### src/rtl/cordic_atan_post_pkg.sv
// Shared constants and types for the CORDIC atan/magnitude output stage.
// Used by cordic_tag_delay and cordic_atan_post.
package cordic_atan_post_pkg;

  localparam int DATA_W    = 32;
  localparam int ANG_W     = 12;
  localparam int ANGLE_PI  = 2048;
  localparam int MAG_TERMS = 6;

  // Gain compensation: f * 0.607239 ~= sum over i of (+/-)(f >>> MAG_SHIFT[i]); MAG_NEG[i] marks subtracted terms
  localparam int MAG_SHIFT [MAG_TERMS] = '{1, 3, 6, 9, 12, 14};
  localparam logic [MAG_TERMS-1:0] MAG_NEG = 6'b011100;

  typedef struct packed {
    logic valid;
    logic qflag;
    logic zflag;
  } tag_t;

endpackage

### src/rtl/cordic_tag_delay.sv
// Fixed-length shift register carrying per-sample tags alongside the CORDIC
// iteration pipeline; shifts every cycle, cleared by asynchronous reset.
module cordic_tag_delay
  import cordic_atan_post_pkg::*;
#(
  parameter int DEPTH = 12
) (
  input  logic rx_clk,
  input  logic rx_rst_n,
  input  tag_t tag_in,
  output tag_t tag_out
);

  tag_t sr [DEPTH];

  always_ff @(posedge rx_clk or negedge rx_rst_n) begin
    if (!rx_rst_n) begin
      for (int i = 0; i < DEPTH; i++) sr[i] <= '0;
    end else begin
      sr[0] <= tag_in;
      for (int i = 1; i < DEPTH; i++) sr[i] <= sr[i-1];
    end
  end

  assign tag_out = sr[DEPTH-1];

endmodule

### src/rtl/cordic_atan_post.sv
// CORDIC vectoring output stage: quadrant/zero correction, optional gain
// compensation (macro CORDIC_MAG_COMP_EN) and a valid/ready holding register.
module cordic_atan_post
  import cordic_atan_post_pkg::*;
#(
  parameter int DEPTH = 12,
  parameter int CNT_W = 16
) (
  input  logic                     rx_clk,
  input  logic                     rx_rst_n,
  input  logic                     in_valid,
  input  logic signed [DATA_W-1:0] in_x,
  input  logic signed [DATA_W-1:0] in_y,
  input  logic signed [DATA_W-1:0] fin_x,
  input  logic signed [ANG_W-1:0]  fin_z,
  input  logic                     out_ready,
  input  logic                     sticky_clr,
  output logic                     out_valid,
  output logic signed [ANG_W-1:0]  out_angle,
  output logic signed [DATA_W-1:0] out_mag,
  output logic                     out_zero,
  output logic [CNT_W-1:0]         out_cnt,
  output logic                     drop_sticky
);

  // Adding pi modulo 2*pi only flips the MSB of the angle word.
  function automatic logic signed [ANG_W-1:0] fix_angle(input tag_t t,
                                                         input logic signed [ANG_W-1:0] z);
    logic signed [ANG_W-1:0] a;
    a = z;
    if (t.qflag) a = z ^ ANG_W'(ANGLE_PI);
    if (t.zflag) a = '0;
    return a;
  endfunction

  function automatic logic signed [DATA_W-1:0] fix_mag(input tag_t t,
                                                       input logic signed [DATA_W-1:0] m);
    return t.zflag ? '0 : m;
  endfunction

`ifdef CORDIC_MAG_COMP_EN
  function automatic logic signed [DATA_W-1:0] mag_comp(input logic signed [DATA_W-1:0] f);
    logic signed [DATA_W-1:0] acc;
    acc = '0;
    for (int i = 0; i < MAG_TERMS; i++) begin
      if (MAG_NEG[i]) acc = acc - (f >>> MAG_SHIFT[i]);
      else            acc = acc + (f >>> MAG_SHIFT[i]);
    end
    return acc;
  endfunction
`endif

  tag_t tag_in;
  tag_t tag_tap;

  assign tag_in = '{valid: in_valid,
                    qflag: in_x[DATA_W-1],
                    zflag: (in_x == '0) && (in_y == '0)};

  cordic_tag_delay #(.DEPTH(DEPTH)) u_tag_delay (
    .rx_clk  (rx_clk),
    .rx_rst_n(rx_rst_n),
    .tag_in  (tag_in),
    .tag_out (tag_tap)
  );

  // ---- stage p0: tap aligned with fin_x/fin_z ----
  logic                     vld_p0;
  logic signed [ANG_W-1:0]  angle_p0;
  logic                     zero_p0;

  assign vld_p0   = tag_tap.valid;
  assign angle_p0 = fix_angle(tag_tap, fin_z);
  assign zero_p0  = tag_tap.zflag;

  logic                     ld_vld;
  logic signed [ANG_W-1:0]  ld_angle;
  logic signed [DATA_W-1:0] ld_mag;
  logic                     ld_zero;

`ifdef CORDIC_MAG_COMP_EN
  // ---- stage p1: gain compensation register ----
  logic                     vld_p1;
  logic signed [ANG_W-1:0]  angle_p1;
  logic signed [DATA_W-1:0] mag_p1;
  logic                     zero_p1;

  always_ff @(posedge rx_clk or negedge rx_rst_n) begin
    if (!rx_rst_n) vld_p1 <= 1'b0;
    else           vld_p1 <= vld_p0;
  end

  always_ff @(posedge rx_clk) begin
    angle_p1 <= angle_p0;
    mag_p1   <= fix_mag(tag_tap, mag_comp(fin_x));
    zero_p1  <= zero_p0;
  end

  assign ld_vld   = vld_p1;
  assign ld_angle = angle_p1;
  assign ld_mag   = mag_p1;
  assign ld_zero  = zero_p1;
`else
  assign ld_vld   = vld_p0;
  assign ld_angle = angle_p0;
  assign ld_mag   = fix_mag(tag_tap, fin_x);
  assign ld_zero  = zero_p0;
`endif

  // ---- holding register: valid/ready output with drop detection ----
  logic accept;
  logic drop;

  assign accept = out_valid && out_ready;
  assign drop   = ld_vld && out_valid && !out_ready;

  always_ff @(posedge rx_clk or negedge rx_rst_n) begin
    if (!rx_rst_n) begin
      out_valid   <= 1'b0;
      out_angle   <= '0;
      out_mag     <= '0;
      out_zero    <= 1'b0;
      out_cnt     <= '0;
      drop_sticky <= 1'b0;
    end else begin
      if (ld_vld) begin
        out_valid <= 1'b1;
        out_angle <= ld_angle;
        out_mag   <= ld_mag;
        out_zero  <= ld_zero;
      end else if (accept) begin
        out_valid <= 1'b0;
      end
      if (accept) out_cnt <= out_cnt + CNT_W'(1);
      if (drop)            drop_sticky <= 1'b1;
      else if (sticky_clr) drop_sticky <= 1'b0;
    end
  end

endmodule

### config.mk
export PLATFORM = sky130hd
export DESIGN_NAME = cordic_atan_post
export DESIGN_NICKNAME = d
export VERILOG_FILES = /design/src/rtl/cordic_atan_post_pkg.sv /design/src/rtl/cordic_tag_delay.sv /design/src/rtl/cordic_atan_post.sv
export SDC_FILE = /design/constraint.sdc
export NUM_CORES = 1
export LEC_CHECK = 0
export ABC_AREA = 1
export CORE_ASPECT_RATIO = 0.9
export CORE_UTILIZATION = 40
export DETAILED_ROUTE_END_ITERATION = 16
export HOLD_SLACK_MARGIN = 0.12
export PLACE_DENSITY = 0.88
export SYNTH_ARGS = -nofsm -noshare
export SYNTH_HDL_FRONTEND = slang
export SYNTH_SLANG_ARGS = --single-unit
### constraint.sdc
create_clock -name rx_clk -period 1.5 [get_ports rx_clk]
set_input_delay 0.15 -clock rx_clk [delete_from_list [all_inputs] [get_ports rx_clk]]
set_output_delay 0.15 -clock rx_clk [all_outputs]
set_load 0.02 [all_outputs]
==> summary.txt <==
Power and ir drop
  • Worst vdd ir: 507 uV
  • Leak Pwr: 2.94 nW
  • Seq pwr share: 48.9%
  • Pwr/cell area: 1070 nW/um^2
  • Combinational share of power: 20.9%
  • Clk pwr share: 30.2%
  • Sw Ratio: 27.4%
  • P_sw: 1.71 mW
  • Pint: 4.53 mW
  • Power Total: 6.24 mW

Finish
  • Fraction of layout cells with a size suffix above 1: 6.57%
  • Antenna cell count: 0
  • Nets: 611
  • Synth-to-layout area growth: 59.7%
  • Finished Layout Cells: 621

Setup path
  • Crit path max-delay family: buffers and inverters
  • Setup CP Type: flip-flop to primary output
  • CP cell instances: clkdlybuf4s50_1
  • CP endpoint kind: primary output
  • Max incr delay on CP: 610 ps
  • Slowest cell on crit path: clkdlybuf4s50_1
  • Buf/Inv on CP: 1
  • Critical path data arrival time: 1340 ps
  • Startpoint type of the worst setup path: flip-flop
  • CP max FO: 2
  • Worst Path Required: 1350 ps

Die
  • Ports: 176
  • Core box area: 8690 sq um
  • Rows: 32
  • Die H: 92.5 um
  • DIE AREA: 9490 sq um
  • Chip width: 103 um
  • Initial Util: 41.9%

Clock network
  • Total CTS buffers: 9
  • Htree depth: 3
  • CTS tree: yes
  • Clock-pin slew on the worst setup and hold paths: 100 ps
  • Root buffer cell: clkbuf_8
  • Worst skew pair latency: 360 ps
  • Clock tree buffer depth: 2
  • Post-CTS Setup Inserts: 0
  • Total clock sinks: 99

Place
  • Placed wire-length estimate: 7.03 mm
  • Routability cong.: 0.803
  • Post-placement cell count: 604
  • Port buffer count: 175

Route
  • WL final: 9.57 mm
  • Via count: 3,039
  • Detailed Routing Iterations Pass 1: 4
  • Post-route DRC: 0
  • Avg WL per Cell: 15.4 um
  • Detail Route Antenna Nets: 0
  • DR vias/cell: 4.89
  • Iter 0 DRT Violations: 69

Outcome
  • Status: finished clean

Timing
  • Tcrit/Tclk final: 99.4%
  • Hold Fails Final Rpt: 0
  • Max_slew headroom: 68.7%
  • Final slew viol count: 0
  • FMAX: 671 MHz
  • Final Critical Period: 1490 ps
  • Final setup fails: 0
  • Slew of the pin with the lowest slew margin: 470 ps
  • Clock Skew: 16.4 ps

Global route
  • First-pass GRT wire length: 14.4 mm
  • Global route overflow: 0
  • Initial antenna violation count: 0
  • Number of global-route vias before repair: 3,120
  • Largest net degree at the start of global routing: 47
  • Total track usage: 20.1%

Synth
  • Netlist cell types: 20
  • Synth warnings: 0
  • Synthesized area: 3640 sq um
  • Commonest cells in the netlist: dfrtp_1, nor2_1, nand2_1, a22o_1, inv_1
  • Flops & latches, synth: 99
  • Register area share after synthesis: 68.0%
  • Syn Inst Count: 313
  • Synth area leader: dfrtp_1
  • Syn nets: 427
  • Post-synth EDFFs: 0
  • Synth top area share: 68.0%
  • Avg Inst Size Synth: 11.6 sq um
  • Synth top area cells: dfrtp_1, a22o_1, nor2_1, nand2_1, inv_1
  • Ys flop type: dfrtp_1
  • Ys async rst share: 100%
  • Top-count cell post-synth: dfrtp_1

Flow run
  • Max Cap Viol: 0

Hold path
  • Hold Path Class: input pin to asynchronous set/reset pin
power groups by stage:
stage | Sequential, mW | Clock (mW) | Combinational, mW
after floorplan | 3.31 | 0 | 0.321
after global placement | 3.10 | 0 | 1.35
after detailed placement | 3.11 | 0 | 1.39
after CTS | 3.06 | 1.94 | 1.33
after global routing | 3.08 | 2.06 | 1.40
final | 3.06 | 1.89 | 1.30
through the flow:
step | setup slack, ps | util [%] | TNS (ps) | hold WS (ps) | instance area, sq um
final | 9.39 | 67.0 | 0 | 218 | 5820
after global placement | 56.3 | 64.1 | 0 | 67.3 | 5570
after global routing | -33.4 | 67.0 | -47.2 | 239 | 5820
after detailed placement | 5.72 | 64.1 | 0 | 66.6 | 5570
after floorplan | 156 | - | 0 | -146 | 3640
after CTS | 1.59 | 66.3 | 0 | 209 | 5760
layout by cell type, fill, tap and decap left out, types with 2 or more instances in the layout:
cell type / count
bufinv_16: 2
nand3_1: 6
xor2_1: 6
dlygate4sd2_1: 34
nand4_1: 11
nor2_2: 4
xnor2_1: 4
nor2_1: 47
clkdlybuf4s50_1: 116
buf_4: 5
clkbuf_8: 10
nor3_1: 2
nand2_1: 44
inv_1: 25
buf_12: 2
a22o_1: 43
nand2_2: 2
dlymetal6s2s_1: 24
inv_2: 3
and2_1: 3
dfrtp_1: 99
clkinvlp_4: 2
flip-flops by register name, summed over array words and instances (netlist names):
name and flops:
out_zero 1, out_cnt 16, u_tag_delay.sr 33, u_tag_delay.tag_out 3, out_mag 32, drop_sticky 1, out_valid 1, out_angle 12
path summary, 6_finish.rpt:
kind	startpoint	end	slack [ps]	depth (start not counted)
hold reg to reg	u_tag_delay.sr[11]$_DFF_PN0_	u_tag_delay.sr[8]$_DFF_PN0_	340	0
setup reg to reg	out_cnt[1]$_DFFE_PN0P_	out_cnt[14]$_DFFE_PN0P_	170	8
min in group rx_clk	in_valid	u_tag_delay.sr[35]$_DFF_PN0_	240	1
setup / recovery	out_mag[18]$_DFFE_PN0P_	out_mag[18]	9	1
hold / removal	rx_rst_n	out_mag[12]$_DFFE_PN0P_	220	2
max in group asynchronous	rx_rst_n	u_tag_delay.sr[28]$_DFF_PN0_	590	3
metal layers:
metal	share of wire [%]	track usage (%)
met1	40	22.6
met4	3.2	9.88
met2	47	33.7
met3	9.8	6.72
met5	0	0
timing repair:
action,in CTS,in global routing
resized for setup,34,24
endpoints found under the hold margin,93,0
setup endpoints to repair,34,24
hold buffers,1,0
cell families (layout without fill, tap and decap cells):
kind of cell	Yosys count	after routing	share of synthesized area, %
AO/OA/AOI/OAI	45	45	10.6
XOR/XNOR	10	10	2.40
adder cells (fa/ha/maj)	1	1	0.343
buffers and inverters	37	226	4.12
flip-flops	99	99	68.0
AND/OR/NAND/NOR	121	121	14.5
cell type report:
class / instances / area [sq um]
multi-input cells: 177 / 1020
fillers: 655 / 2870
inverters: 28 / 105
well taps: 119 / 149
clock buffers: 11 / 141
flip-flops and latches: 99 / 2480
repair buffers: 182 / 1850
clock inverters: 5 / 83.8
Power figures use the tool's default switching activity.
